## src/rtl/ivl_uvm_ovl_pkg.sv

```systemverilog
// Shared definitions for the OVL cycle-sequence stimulus generator:
// FSM state encoding, minimum hold constant and the thermometer helper.
package ivl_uvm_ovl_pkg;

    typedef enum logic [1:0] {
        IDLE,
        RUN,
        DONE
    } state_t;

    // A hold request of 0 is promoted to this many cycles.
    localparam int unsigned MIN_HOLD = 1;

    // Widest pattern the helper can build; callers size-cast to their width.
    localparam int unsigned THERM_MAX_W = 64;

    // Returns an n-bit vector (zero-extended to THERM_MAX_W) with the top k bits set.
    function automatic logic [THERM_MAX_W-1:0] therm(input int unsigned k, input int unsigned n);
        logic [THERM_MAX_W-1:0] v;
        v = '0;
        for (int unsigned i = 0; i < THERM_MAX_W; i++) begin
            if ((i < n) && (i + k >= n)) begin
                v = v | (THERM_MAX_W'(1) << i);
            end
        end
        return v;
    endfunction

endpackage

```

## src/rtl/ivl_uvm_ovl_cycle_seq_gen.sv

```systemverilog
// Stimulus generator for the OVL cycle-sequence checker: walks event_sequence
// through a thermometer fill from the MSB down, holding each pattern for a
// programmable number of clocks, with optional corruption of one step.
module ivl_uvm_ovl_cycle_seq_gen
    import ivl_uvm_ovl_pkg::*;
#(
    parameter int unsigned NUM_CKS = 4,
    parameter int unsigned CNT_W   = 8,
    parameter int unsigned IDX_W   = $clog2(NUM_CKS + 1)
) (
    input  logic               clock,
    input  logic               reset,
    input  logic               start,
    input  logic [CNT_W-1:0]   hold_cks,
    input  logic               err_en,
    input  logic [IDX_W-1:0]   err_step,
    output logic [NUM_CKS-1:0] event_sequence,
    output logic [IDX_W-1:0]   step,
    output logic               busy,
    output logic               done
);

    state_t             r_state;
    logic [CNT_W-1:0]   r_cnt;
    logic [CNT_W-1:0]   r_hold_m1;
    logic               r_err_act;
    logic [IDX_W-1:0]   r_err_step;
    logic [IDX_W-1:0]   r_step;
    logic [NUM_CKS-1:0] r_seq;
    logic               r_busy;
    logic               r_done;

    state_t             w_state_nx;
    logic [CNT_W-1:0]   w_cnt_nx;
    logic [CNT_W-1:0]   w_hold_m1_nx;
    logic               w_err_act_nx;
    logic [IDX_W-1:0]   w_err_step_nx;
    logic [IDX_W-1:0]   w_step_nx;
    logic [NUM_CKS-1:0] w_seq_nx;
    logic               w_busy_nx;
    logic               w_done_nx;

    logic [CNT_W-1:0]   w_hold_m1_in;
    logic               w_err_act_in;
    logic [IDX_W-1:0]   w_step_inc;
    logic [NUM_CKS-1:0] w_pat_inc;

    // Hold is stored as H-1 so the counter reloads and counts down to zero.
    assign w_hold_m1_in = (hold_cks < CNT_W'(MIN_HOLD)) ? '0 : (hold_cks - CNT_W'(MIN_HOLD));
    // Out-of-range err_step values are folded into a single "inject" flag at latch time.
    assign w_err_act_in = err_en && (err_step != '0) && (err_step < IDX_W'(NUM_CKS));
    assign w_step_inc   = r_step + IDX_W'(1);

    // Pattern for the step about to begin: nominal thermometer, or the
    // previous step's pattern with bit 0 raised early when corrupted.
    always_comb begin
        w_pat_inc = NUM_CKS'(therm(32'(w_step_inc), NUM_CKS));
        if (r_err_act && (w_step_inc == r_err_step)) begin
            w_pat_inc = NUM_CKS'(therm(32'(w_step_inc) - 32'd1, NUM_CKS))
                      | {{(NUM_CKS-1){1'b0}}, 1'b1};
        end
    end

    // Next-state and next-output logic for the IDLE/RUN/DONE sequencer.
    always_comb begin
        w_state_nx    = r_state;
        w_cnt_nx      = r_cnt;
        w_hold_m1_nx  = r_hold_m1;
        w_err_act_nx  = r_err_act;
        w_err_step_nx = r_err_step;
        w_step_nx     = r_step;
        w_seq_nx      = r_seq;
        w_busy_nx     = r_busy;
        w_done_nx     = 1'b0;
        case (r_state)
            IDLE: begin
                if (start) begin
                    w_state_nx    = RUN;
                    w_hold_m1_nx  = w_hold_m1_in;
                    w_err_act_nx  = w_err_act_in;
                    w_err_step_nx = err_step;
                    w_cnt_nx      = w_hold_m1_in;
                    w_step_nx     = '0;
                    w_seq_nx      = '0;
                    w_busy_nx     = 1'b1;
                end
            end
            RUN: begin
                if (r_cnt == '0) begin
                    w_cnt_nx = r_hold_m1;
                    if (r_step == IDX_W'(NUM_CKS)) begin
                        w_state_nx = DONE;
                        w_busy_nx  = 1'b0;
                        w_done_nx  = 1'b1;
                    end else begin
                        w_step_nx = w_step_inc;
                        w_seq_nx  = w_pat_inc;
                    end
                end else begin
                    w_cnt_nx = r_cnt - CNT_W'(1);
                end
            end
            DONE: begin
                w_state_nx = IDLE;
            end
            default: begin
                w_state_nx = IDLE;
                w_busy_nx  = 1'b0;
            end
        endcase
    end

    // State and output registers; reset clears everything immediately.
    always_ff @(posedge clock or posedge reset) begin
        if (reset) begin
            r_state    <= IDLE;
            r_cnt      <= '0;
            r_hold_m1  <= '0;
            r_err_act  <= 1'b0;
            r_err_step <= '0;
            r_step     <= '0;
            r_seq      <= '0;
            r_busy     <= 1'b0;
            r_done     <= 1'b0;
        end else begin
            r_state    <= w_state_nx;
            r_cnt      <= w_cnt_nx;
            r_hold_m1  <= w_hold_m1_nx;
            r_err_act  <= w_err_act_nx;
            r_err_step <= w_err_step_nx;
            r_step     <= w_step_nx;
            r_seq      <= w_seq_nx;
            r_busy     <= w_busy_nx;
            r_done     <= w_done_nx;
        end
    end

    assign event_sequence = r_seq;
    assign step           = r_step;
    assign busy           = r_busy;
    assign done           = r_done;

endmodule
```

## config.mk

```make
export PLATFORM = sky130hd
export DESIGN_NAME = ivl_uvm_ovl_cycle_seq_gen
export DESIGN_NICKNAME = d
export VERILOG_FILES = /design/src/rtl/ivl_uvm_ovl_pkg.sv /design/src/rtl/ivl_uvm_ovl_cycle_seq_gen.sv
export SDC_FILE = /design/constraint.sdc
export NUM_CORES = 1
export LEC_CHECK = 0
export ABC_AREA = 1
export CORE_MARGIN = 5
export CORE_UTILIZATION = 45
export DETAILED_ROUTE_END_ITERATION = 8
export HOLD_SLACK_MARGIN = 0.12
export PLACE_DENSITY_LB_ADDON = 0.2
export RECOVER_POWER = 50
export REMOVE_ABC_BUFFERS = 1
export SYNTH_ARGS = -nofsm -noshare
export SYNTH_HDL_FRONTEND = slang
export SYNTH_SLANG_ARGS = --single-unit
```

## constraint.sdc

```tcl
create_clock -name clock -period 5 [get_ports clock]
set_input_delay 0.75 -clock clock [delete_from_list [all_inputs] [get_ports clock]]
set_output_delay 0.75 -clock clock [all_outputs]
set_load 0.03 [all_outputs]
```

==> metrics list, run 1 <==
- STA classifies the critical path endpoint as a register.
* Boundary Pins: 24
- Effective utilization at floorplan: 0.465
* Net count reported at finish: 390
* Sequential share of the synthesized area: 0.324
- The compound-cell area share of the yosys netlist is 0.109.
- Number of distinct library cells after synthesis: 36
- For this design the ratio of total power to cell area is 182 mW/mm^2.
- Commonest non-fill, non-tap cell in the layout: sky130_fd_sc_hd__nand2_1
- Of the total synthesized cell area, the portion taken by full adders, half adders and majority gates is 0.0941.
* Worst Hold Class: register to register
* Initial DRC Count: 141
- Clock tree synthesis inserted a total of 5 buffers.
* Placer Congestion: 0.902
- Root buffer selected by CTS: sky130_fd_sc_hd__clkbuf_8
- Antenna violations before repair: 0
- Relative to the synthesized area, the layout overhead comes to 14.4%.
- CTS saw 31 sinks.
- Relative max-transition margin: -0.147
- Detailed-route via count: 2,095
- In this run the horizontal extent of the chip is 82.9 microns.
- Number of buffers on the longest clock path: 2
- Of the total synthesized cell area, the portion taken by AND, OR, NAND and NOR gates is 0.360.
* Share of layout cells above drive strength 1: 0.0894
- STA puts the critical path data arrival time at 3.14 ns.
* Residual DRC count: 0
- Across the whole layout, storage elements account for 776 sq um.
- Count of buffers from port buffering: 23
- Setup repair after global routing missed its margin: false
- Number of core rows: 26
* Xor and xnor fraction of the mapped netlist area: 0.0146
- Hold-fix buffers, CTS: 0
- Min Tclk post-route: 2.96 ns
* Result of the run: complete, but fails checks
- Count of final max-slew check failures: 32
* Clk Latency, worst-skew pair: 0.28 ns
- Static leakage: 1.43 nW
* Pin slew with the least headroom to its limit: 1.72 ns
- The portion of synthesized area spent on multiplexers is 0.
* Post-placement setup slack: 2.06 ns
* Vias in the first global route: 1,961
* Commonest non-fill, non-tap cells in the layout: sky130_fd_sc_hd__nand2_1, sky130_fd_sc_hd__inv_1, sky130_fd_sc_hd__dfrtp_1, sky130_fd_sc_hd__o21ai_0, sky130_fd_sc_hd__nand3_1
- Worst path required time: 5.18 ns
* Largest driver fanout on the critical path: 12
- # diodes: 0
- Post-synthesis average cell area: 7.23 sq um
- Worst Clk Skew: 0.00677 ns
- Number of storage elements in the synthesis netlist: 31
* Vertical extent of the die: 82.9 microns
- The first global-routing pass estimated 8.85 mm of wire.
* Post-cts gate resize count: 0
- Violated checks: max-capacitance violations, max-slew violations
- Clock slew at the register clock pins of the worst setup and hold paths: 0.07 ns
- Setup total negative slack: 0 ns
- On the final layout, the worst hold slack is 0.482 ns.
- Mapped cell area: 0.00239 sq mm
* Instance count of the mapped netlist: 331
- TritonCTS built the clock tree.
* Highest clock rate: 338 MHz
* Total power consumption of the routed design: 0.000499 W
- In this run the remaining antenna-violating nets after routing total 0.
- Number of buffers inserted by post-CTS setup repair: 0
- The clock tree synthesis step divided the H-tree into 2 levels.
- After legalization and detailed placement, the total HPWL measured 3.87 mm.
* Sum of routed wire length over all layers: 5.01 mm
- Setup WS post-layout: 2.04 ns
- The Yosys step of the flow raised 0 warnings.
- IR analysis of the VDD net gives a maximum drop of 0.0861 mV.
- Summed over all layers, the global routing overflow is 0.
* Number of maximum-capacitance violations: 1
* Dominant combinational cell family by area after synthesis: simple AND/OR/NAND/NOR gates
- Setup violations, final: 0
- The filler cells instantiated in the layout total 534.
- The critical path is of the register to register type.
- Entering global routing, the biggest net connects 32 pins.
- Total track usage: 0.152
- Dividing the detail-routed wire length by the instance count gives 11.7 microns.
- STA classifies the critical path startpoint as a register.
- Final-report hold violation count: 0
- Count of TritonRoute iterations in the first routing pass: 4
- In the final layout, the multi-input gates occupy 0.00135 sq mm.
- Placeable core area: 0.00514 sq mm
- Of the available clock period, the critical path in the final layout requires 0.592.
- The floorplan step defined a die boundary enclosing 0.00687 sq mm.
- After detailed routing, the number of vias per cell comes to 4.89.
-- cell type report --
class | count | area share
Clock buffer | 8 | 0.0366
Multi-Input combinational cell | 244 | 0.492
Sequential cell | 31 | 0.283
Inverter | 51 | 0.0704
Tap cell | 70 | 0.0320
Timing Repair Buffer | 24 | 0.0855
-- per-stage QoR --
step	utilization	cells	instance area, sq um
detailed placement	0.522	420	2680
floorplan	-	326	2360
global placement	0.522	420	2680
CTS	0.541	428	2780
finish	0.532	428	2740
global route	0.532	428	2740
-- cells in the mapped netlist --
master	count	share of area
sky130_fd_sc_hd__nand2_1	104	0.16
sky130_fd_sc_hd__inv_1	44	0.069
sky130_fd_sc_hd__dfrtp_1	31	0.32
sky130_fd_sc_hd__o21ai_0	29	0.061
sky130_fd_sc_hd__nand3_1	26	0.054
sky130_fd_sc_hd__nor2_1	22	0.035
sky130_fd_sc_hd__ha_1	18	0.094
sky130_fd_sc_hd__inv_2	6	0.0094
sky130_fd_sc_hd__nand2_2	4	0.010
sky130_fd_sc_hd__nand4_1	4	0.010
sky130_fd_sc_hd__xor2_1	4	0.015
sky130_fd_sc_hd__a21oi_1	3	0.0063
sky130_fd_sc_hd__nand3_4	3	0.022
sky130_fd_sc_hd__o21ai_1	3	0.0063
sky130_fd_sc_hd__a21boi_2	2	0.0094
sky130_fd_sc_hd__buf_2	2	0.0042
sky130_fd_sc_hd__buf_6	2	0.0094
sky130_fd_sc_hd__nand2_4	2	0.0094
sky130_fd_sc_hd__nor2_4	2	0.0094
sky130_fd_sc_hd__nor2_8	2	0.017
sky130_fd_sc_hd__nor3_1	2	0.0042
sky130_fd_sc_hd__o21bai_1	2	0.0063
sky130_fd_sc_hd__a31oi_1	1	0.0026
sky130_fd_sc_hd__clkbuf_1	1	0.0016
sky130_fd_sc_hd__inv_6	1	0.0037
sky130_fd_sc_hd__nand2_8	1	0.0084
sky130_fd_sc_hd__nand3_2	1	0.0042
sky130_fd_sc_hd__nand3b_1	1	0.0031
sky130_fd_sc_hd__nor2_2	1	0.0026
sky130_fd_sc_hd__nor3_2	1	0.0042
sky130_fd_sc_hd__nor3b_1	1	0.0031
sky130_fd_sc_hd__o211ai_1	1	0.0031
sky130_fd_sc_hd__o211ai_2	1	0.0052
sky130_fd_sc_hd__o21ai_2	1	0.0037
sky130_fd_sc_hd__o22ai_1	1	0.0026
sky130_fd_sc_hd__o31ai_1	1	0.0031
-- state kept, by name, summed over array words and instances (netlist names) --
register / cells
r_err_step: 3
r_err_act: 1
busy: 1
r_cnt: 8
step: 3
done: 1
r_hold_m1: 8
r_state: 2
event_sequence: 4
-- kinds of logic (layout without fill, tap and decap cells) --
| logic type | count (synthesis) | after routing |
|---|---|---|
| and+or+nand+nor | 177 | 177 |
| buffers and inverters | 56 | 83 |
| AOI/OAI and AO/OA | 45 | 45 |
| DFF | 31 | 31 |
| adders and majority gates | 18 | 18 |
| xor gates and xnor gates | 4 | 4 |
-- final timing paths --
check                      depth (start not counted)         startpoint  slack, ns                end
max in group asynchronous                          3              reset       2.49           r_cnt[5]
max                                               16            step[0]       2.04  event_sequence[3]
min in group asynchronous                          3              reset       1.51            step[1]
max reg2reg                                       16            step[0]       2.04  event_sequence[3]
min                                                2  event_sequence[2]       0.48  event_sequence[2]
min reg2reg                                        2  event_sequence[2]       0.48  event_sequence[2]
-- per-layer routing --
metal  vias to the layer above  routed length [microns]  track usage
met2                        38                     2270        0.241
li1                       1103                        -            -
met3                         9                      178       0.0297
met5                         -                        0            0
met4                         0                       65       0.0490
met1                       945                     2500        0.209
-- critical path, cell delays in order (launching register included) --
cell                       delay, ns
sky130_fd_sc_hd__dfrtp_1        0.52
sky130_fd_sc_hd__inv_2          0.13
sky130_fd_sc_hd__ha_1           0.35
sky130_fd_sc_hd__inv_1          0.16
sky130_fd_sc_hd__nand2_1        0.11
sky130_fd_sc_hd__nor2_2         0.40
sky130_fd_sc_hd__ha_1           0.22
sky130_fd_sc_hd__o21bai_1       0.11
sky130_fd_sc_hd__inv_1          0.06
sky130_fd_sc_hd__ha_1           0.26
sky130_fd_sc_hd__nand2_1        0.05
sky130_fd_sc_hd__nor3_1         0.12
sky130_fd_sc_hd__nand2_1        0.07
sky130_fd_sc_hd__nor2_1         0.11
sky130_fd_sc_hd__nand2_1        0.06
sky130_fd_sc_hd__nand3_1        0.07
sky130_fd_sc_hd__nand2_1        0.05
-- report_power, final --
group / total [W] / leakage (nW) / switching (W) / internal (W)
logic: 0.0000295 / 1.04 / 0.0000160 / 0.0000135
clock network: 0.000219 / 0.0515 / 0.0000931 / 0.000126
registers: 0.000251 / 0.345 / 0 / 0.000251
total: 0.000499 / 1.43 / 0.000109 / 0.000390
Note: power is estimated with default switching activity, not from simulation.
==> inputs of run 2 (changes only) <==
- clock period: 5 -> 3.1 ns (I/O delays scaled with it)
==> metrics list, run 2 (synthesis gave the netlist of run 1 again) <==
- The data arrival time at the worst-slack endpoint came to 2.92 ns (-0.22 ns).
* Hold-fix buffers, CTS: 0 (unchanged)
- The relative slew slack was -0.118 (+0.0285).
* Post-cts gate resize count: 0 (unchanged)
- The average wire per standard cell is 11.7 microns (+0.13%).
- The effective utilization at floorplan is 0.465 (unchanged).
- The ratio of cells with drive above 1 in the final layout came to 0.0919 (+0.00254).
- VDD IR max: 0.172 mV (+100%)
* Areal power density over the cells: 297 mW/mm^2 (+63%)
- Count of final max-slew check failures: 32 (unchanged)
* Worst Clk Skew: 0.00956 ns (+0.00280 ns)
- The flow ran to the end, but the final reports show violations.
- Number of buffers on the longest clock path: 2 (unchanged)
* Commonest non-fill, non-tap cell in the layout: sky130_fd_sc_hd__nand2_1
- Number of maximum-capacitance violations: 1 (unchanged)
- Largest net degree at the start of global routing: 32 (unchanged)
- The first-pass GRT wire length came to 8.86 mm (about the same).
- Residual DRC count: 0 (unchanged)
* Cell type group with the largest total delay on the critical path: adder cells
- The total area of multi-input combinational cells is 0.00135 sq mm (unchanged).
- Root buffer selected by CTS: sky130_fd_sc_hd__clkbuf_8
- The number of global-route vias before repair came to 1,928 (-1.7%).
* Count of H-tree levels built during CTS: 2 (unchanged)
- # diodes: 0 (unchanged)
* Placeable core area: 0.00514 sq mm (unchanged)
- Pin slew with the least headroom to its limit: 1.68 ns (-0.0428 ns)
- Count of TritonRoute iterations in the first routing pass: 4 (unchanged)
- Worst path required time: 3.29 ns (-1.89 ns)
- Antenna violations before repair: 0 (unchanged)
- The final core utilization is 0.534 (+0.00146).
* Commonest non-fill, non-tap cells in the layout: sky130_fd_sc_hd__nand2_1, sky130_fd_sc_hd__inv_1, sky130_fd_sc_hd__dfrtp_1, sky130_fd_sc_hd__o21ai_0, sky130_fd_sc_hd__nand3_1
- The number of fill cells in the layout is 534 (unchanged).
- Setup total negative slack: 0 ns (unchanged)
- Clock slew at the register clock pins of the worst setup and hold paths: 0.07 ns (about the same)
- The static leakage is 1.44 nW (+0.29%).
- The highest clock rate came to 367 MHz (+8.6%).
- Non-Filler Cell Area, Final: 0.00274 sq mm (+0.27%)
- The standard-cell row count was 26 (unchanged).
- Vertical extent of the die: 82.9 microns (unchanged)
- CTS Buf Count: 5 (unchanged)
- Boundary Pins: 24 (unchanged)
- The first-iteration detailed-routing DRC count came to 151 (+7.1%).
* Min Tclk post-route: 2.73 ns (-0.236 ns)
- Cell with the biggest individual delay on the critical path: sky130_fd_sc_hd__dfrtp_1
- The clock latency on the worst-skew pair was 0.29 ns (about the same).
- The final count of negative-setup-slack endpoints was 0 (unchanged).
- Grt ovf: 0 (unchanged)
- The antenna violation net count after detailed routing is 0 (unchanged).
* Net count reported at finish: 391 (+0.26%)
- The final HPWL from detailed placement was 3.92 mm (+1.3%).
- Crit-path max cell delay: 0.52 ns (about the same)
* Cell-by-cell trace of the critical path: inv_2 > ha_1 > inv_1 > nand2_1 > nor2_2 > buf_4 > ha_1 > o21bai_1 > inv_1 > ha_1 > nand2_1 > nand3b_1 > nor2_1 > nand2_1 > nand3_1 > nand2_1
- The instance area at placement came to 0.00269 sq mm (+0.28%).
- TritonCTS clock tree: yes
* Placer Congestion: 0.907 (+0.52%)
- Area Growth Syn to Fin: 14.7%
- The footprint of the flip-flops and latches is 776 sq um (unchanged).
- By instance count, the cell type seen most on the critical path is sky130_fd_sc_hd__nand2_1.
- Full die area: 0.00687 sq mm (unchanged)
- Setup repair after global routing missed its margin: false
- The width of the die was 82.9 microns (unchanged).
- Total track usage: 0.155 (+0.00241)
- Period utilisation layout: 0.879 (+0.287)
- Detailed-route via count: 2,067 (-1.3%)
* Final-report hold violation count: 0 (unchanged)
* Number of buffers inserted by post-CTS setup repair: 0 (unchanged)
* Crit path capture type: register
* Number of clock sinks seen by CTS: 31 (unchanged)
- The worst setup path is of the register to register kind.
- The tightest min-delay check is of the register to register type.
* Average vias per placed instance: 4.82 (-1.6%)
- Buf/Inv on CP: 4 (+1)
- The largest fanout on the critical path was 11 (-1).
- Count of buffers from port buffering: 23 (unchanged)
- Startpoint type of the worst setup path: register
- The checks that failed: max-capacitance violations, max-slew violations.
- The final wirelength was 5.03 mm (+0.36%).
==> run 2: cell count changes in the layout (fill, tap and decap cells not counted) <==
| cell | before | now |
|---|---|---|
| sky130_fd_sc_hd__buf_4 | 0 | 1 |
==> run 2: final timing paths <==
kind / startpoint / endpoint / slack (ns) / cells after the start
max: step[0] / event_sequence[3] / 0.37 / 16
min: event_sequence[2] / event_sequence[2] / 0.48 / 2
max reg2reg: step[0] / event_sequence[3] / 0.37 / 16
min reg2reg: event_sequence[2] / event_sequence[2] / 0.48 / 2
max in group asynchronous: reset / r_cnt[6] / 0.92 / 3
min in group asynchronous: reset / step[0] / 1.20 / 3
==> run 2: layout make-up <==
class                           instances  share of cell area
Inverter                               51              0.0702
Sequential cell                        31               0.283
Tap cell                               70              0.0319
Multi-Input combinational cell        244               0.491
Clock buffer                            8              0.0365
Timing Repair Buffer                   25              0.0880
==> run 2: stage by stage <==
stage,setup slack [ns],power (W),instances,hold slack (ns)
after floorplan,0.311,0.000434,326,0.447
after global placement,0.554,0.000461,421,0.465
after detailed placement,0.411,0.000461,421,0.470
after CTS,0.398,0.000819,429,0.488
after global routing,0.0900,0.000840,429,0.506
final,0.375,0.000815,429,0.481
==> run 2: worst register-to-register path: stages, from the launching register on <==
cell and delay (ns):
sky130_fd_sc_hd__dfrtp_1 0.52, sky130_fd_sc_hd__inv_2 0.13, sky130_fd_sc_hd__ha_1 0.35, sky130_fd_sc_hd__inv_1 0.16, sky130_fd_sc_hd__nand2_1 0.11, sky130_fd_sc_hd__nor2_2 0.11, sky130_fd_sc_hd__buf_4 0.19, sky130_fd_sc_hd__ha_1 0.15
sky130_fd_sc_hd__o21bai_1 0.11, sky130_fd_sc_hd__inv_1 0.06, sky130_fd_sc_hd__ha_1 0.27, sky130_fd_sc_hd__nand2_1 0.04, sky130_fd_sc_hd__nand3b_1 0.14, sky130_fd_sc_hd__nor2_1 0.10, sky130_fd_sc_hd__nand2_1 0.06, sky130_fd_sc_hd__nand3_1 0.07
sky130_fd_sc_hd__nand2_1 0.05
==> run 2: where the power goes <==
group	switching [W]	total (W)	internal [W]
clock	0.000161	0.000363	0.000203
combinational	0.0000254	0.0000473	0.0000218
sequential	0	0.000404	0.000404
total	0.000186	0.000815	0.000629
==> run 2: metal layers <==
layer	vias to the layer above	part of all wire	global-route usage
li1	1105	-	-
met1	915	0.49	0.209
met2	38	0.45	0.239
met3	9	0.049	0.0327
met4	0	0.016	0.0654
met5	-	0	0
==> inputs of run 3 (changes only) <==
- clock period: 3.1 -> 3.15 ns (I/O delays scaled with it)
==> metrics list, run 3 (synthesis gave the netlist of run 1 again) <==
- Result of the run: complete, but fails checks
- Violated checks: max-capacitance violations, max-slew violations
- Sum of routed wire length over all layers: 4.89 mm (-2.7%)
- The routability-driven placement congestion ratio is 0.922 (+1.7%).
* Commonest non-fill, non-tap cell in the layout: sky130_fd_sc_hd__nand2_1
- Initial DRC Count: 106 (-30%)
- The endpoint identified for the worst register-to-register timing path is event_sequence[3].
* Crit-path max cell delay: 0.50 ns (-0.02 ns)
- WL per Instance: 11.4 microns (-2.7%)
- # diodes: 0 (unchanged)
- The die area was 0.00687 sq mm (unchanged).
- Sum of net half-perimeters after detailed placement: 3.82 mm (-2.7%)
* Vias in the first global route: 1,851 (-4.0%)
- Combinational group share of total power: 0.063 (+0.005)
- Worst Hold Class: register to register
* Effective utilization at floorplan: 0.465 (unchanged)
* Crit path capture type: register
- Largest net degree at the start of global routing: 32 (unchanged)
- The die height is 82.9 microns (unchanged).
- The number of clock sinks seen by CTS came to 31 (unchanged).
- Most congested layer reported by global routing: met2
- Antenna violations before repair: 0 (unchanged)
- Static leakage: 1.44 nW (-0.12%)
* Setup violations, final: 0 (unchanged)
- Net count reported at finish: 391 (unchanged)
* Detailed-route via count: 2,062 (-0.24%)
- Number of buffers inserted by post-CTS setup repair: 0 (unchanged)
* Clock slew at the register clock pins of the worst setup and hold paths: 0.07 ns (about the same)
* Total track usage: 0.148 (-0.00698)
- Min Tclk post-route: 2.70 ns (-0.0302 ns)
- The DRC violation count after routing was 0 (unchanged).
- Count of TritonRoute iterations in the first routing pass: 4 (unchanged)
- Launch point of the worst hold path: busy
* Worst hold-check slack: 0.481 ns (-0.000353 ns)
- The clock network fraction of design power is 0.403 (-0.043).
- The worst-case reg-to-reg path depth came to 17 (+1).
- The standard-cell row count came to 26 (unchanged).
- The width of the die was 82.9 microns (unchanged).
* Power spent charging and discharging nets: 0.000175 W (-6.0%)
* Cell-by-cell trace of the critical path: inv_2 > ha_1 > inv_1 > nand2_1 > nor2_2 > buf_4 > ha_1 > o21bai_1 > inv_1 > ha_1 > nand2_1 > nor3_1 > nand2_1 > nor2_1 > nand2_1 > nand3_1 > nand2_1
- Setup repair after global routing left no endpoint under its margin.
- M3 GR Usage: 0.0307 (-0.00198)
- Grt ovf: 0 (unchanged)
* Count of H-tree levels built during CTS: 2 (unchanged)
* Final-report hold violation count: 0 (unchanged)
- Worst path required time: 3.33 ns (+0.04 ns)
* TritonCTS clock tree: yes
- CTS Buf Count: 5 (unchanged)
- The clock latency on the worst-skew pair came to 0.28 ns (about the same).
- The area of the placeable core is 0.00514 sq mm (unchanged).
- The worst setup slack after layout came to 0.455 ns (+0.0802 ns).
* Number of maximum-capacitance violations: 1 (unchanged)
- Average vias per placed instance: 4.81 (-0.24%)
- The largest individual stage delay along the critical path comes from the cell sky130_fd_sc_hd__dfrtp_1.
- Number of buffers on the longest clock path: 2 (unchanged)
- Count of final max-slew check failures: 32 (unchanged)
* Filler cells: 538 (+0.75%)
- Crit Reg-Reg Startpoint: step[0]
- Commonest non-fill, non-tap cells in the layout: sky130_fd_sc_hd__nand2_1, sky130_fd_sc_hd__inv_1, sky130_fd_sc_hd__dfrtp_1, sky130_fd_sc_hd__o21ai_0, sky130_fd_sc_hd__nand3_1
- Global-route wire length before repair: 8.49 mm (-4.1%)
- The number of buffers inserted for hold repair after clock tree synthesis was 0 (unchanged).
- The I/O pin count came to 24 (unchanged).
- Register-to-register path setup slack: 0.45 ns (+0.08 ns)
- The synthesis-to-finish area growth is 14.7% (unchanged).
* Post-placement setup slack: 0.452 ns (+0.0405 ns)
* Setup total negative slack: 0 ns (unchanged)
- The internal power summed over all cells came to 0.000570 W (-9.3%).
- Share of layout cells above drive strength 1: 0.0975 (+0.00557)
- The global routing usage on met2 was 0.233 (-0.00656).
- Switching share of power: 0.235 (+0.00635)
- Highest clock rate: 371 MHz (+1.1%)
- VDD IR max: 0.129 mV (-25%)
- Relative max-transition margin: -0.120 (-0.00137)
- The period utilization was 0.856 (-0.0235).
- Count of buffers from port buffering: 23 (unchanged)
* Pin slew with the least headroom to its limit: 1.68 ns (+0.00205 ns)
* Worst Clk Skew: 0.00574 ns (-0.00383 ns)
- In this design, the critical path's most frequently occurring cell is sky130_fd_sc_hd__nand2_1.
- The data arrival time at the worst-slack endpoint came to 2.87 ns (-0.05 ns).
- The largest fanout on the critical path came to 12 (+1).
* Root buffer selected by CTS: sky130_fd_sc_hd__clkbuf_8
* Startpoint type of the worst setup path: register
- The post-cts repair resize count was 0 (unchanged).
- The relative contribution of sequential cells to total power is 0.534 (+0.038).
- Endpoint with the worst hold slack: busy
- The antenna violation net count after detailed routing is 0 (unchanged).
- The ratio of total power to cell area is 272 mW/mm^2 (-8.6%).
- Crit path kind: register to register
- Cell depth of the worst min-delay path: 2 (unchanged)
- Global Route met1 Usage: 0.204 (-0.00542)
==> run 3: cell types whose count changed in the layout (fill, tap and decap cells not counted), sizes merged <==
cell           before  now
clkbuf              9    6
clkdlybuf4s50      22   21
clkinv              0    3
dlygate4sd3         1    2
==> run 3: power groups by stage <==
stage                     sequential, W  clock (W)  combinational (W)
after global routing           0.000398   0.000326          0.0000535
final                          0.000398   0.000300          0.0000467
after floorplan                0.000405          0          0.0000216
after CTS                      0.000398   0.000312          0.0000486
after global placement         0.000405          0          0.0000479
after detailed placement       0.000405          0          0.0000485
==> run 3: area by class of cell <==
| type | instances | area [sq um] | area share |
|---|---|---|---|
| Multi-Input combinational cell | 244 | 1360 | 0.497 |
| Sequential cell | 31 | 776 | 0.283 |
| Timing Repair Buffer | 25 | 241 | 0.0880 |
| Inverter | 51 | 193 | 0.0702 |
| Tap cell | 70 | 87.6 | 0.0319 |
| Clock buffer | 5 | 68.8 | 0.0251 |
| Clock inverter | 3 | 15.0 | 0.00547 |
==> run 3: worst max path at each step <==
| stage | start | to | slack (ns) | cells past startpoint |
|---|---|---|---|---|
| 2_1_floorplan | step[0] | event_sequence[3] | 0.36 | 16 |
| 3_3_place_gp | step[0] | event_sequence[3] | 0.56 | 17 |
| 6_report | step[0] | event_sequence[3] | 0.45 | 17 |
| 4_1_cts | step[0] | event_sequence[3] | 0.44 | 17 |
| 5_1_grt | step[0] | event_sequence[3] | 0.16 | 17 |
| 3_5_place_dp | step[0] | event_sequence[3] | 0.45 | 17 |
==> run 3: worst max-delay path: cells and delay by family, from the launching register on <==
| family | cells | cell delay (ns) |
|---|---|---|
| flops | 1 | 0.50 |
| fa+ha+maj | 3 | 0.76 |
| simple gates | 9 | 0.71 |
| compound gates | 1 | 0.09 |
| buf+inv | 4 | 0.52 |
==> run 3: metal layers <==
metal,vias up,share of wire
li1,1101,-
met1,918,0.51
met2,38,0.45
met3,5,0.035
met4,0,0.0074
met5,-,0
==> run 3: stage by stage <==
step / instance area [sq um] / util / std cells / total power (W)
floorplan: 2360 / - / 326 / 0.000427
global placement: 2690 / 0.523 / 421 / 0.000453
detailed placement: 2690 / 0.523 / 421 / 0.000454
CTS: 2770 / 0.539 / 429 / 0.000758
global route: 2740 / 0.534 / 429 / 0.000777
finish: 2740 / 0.534 / 429 / 0.000745
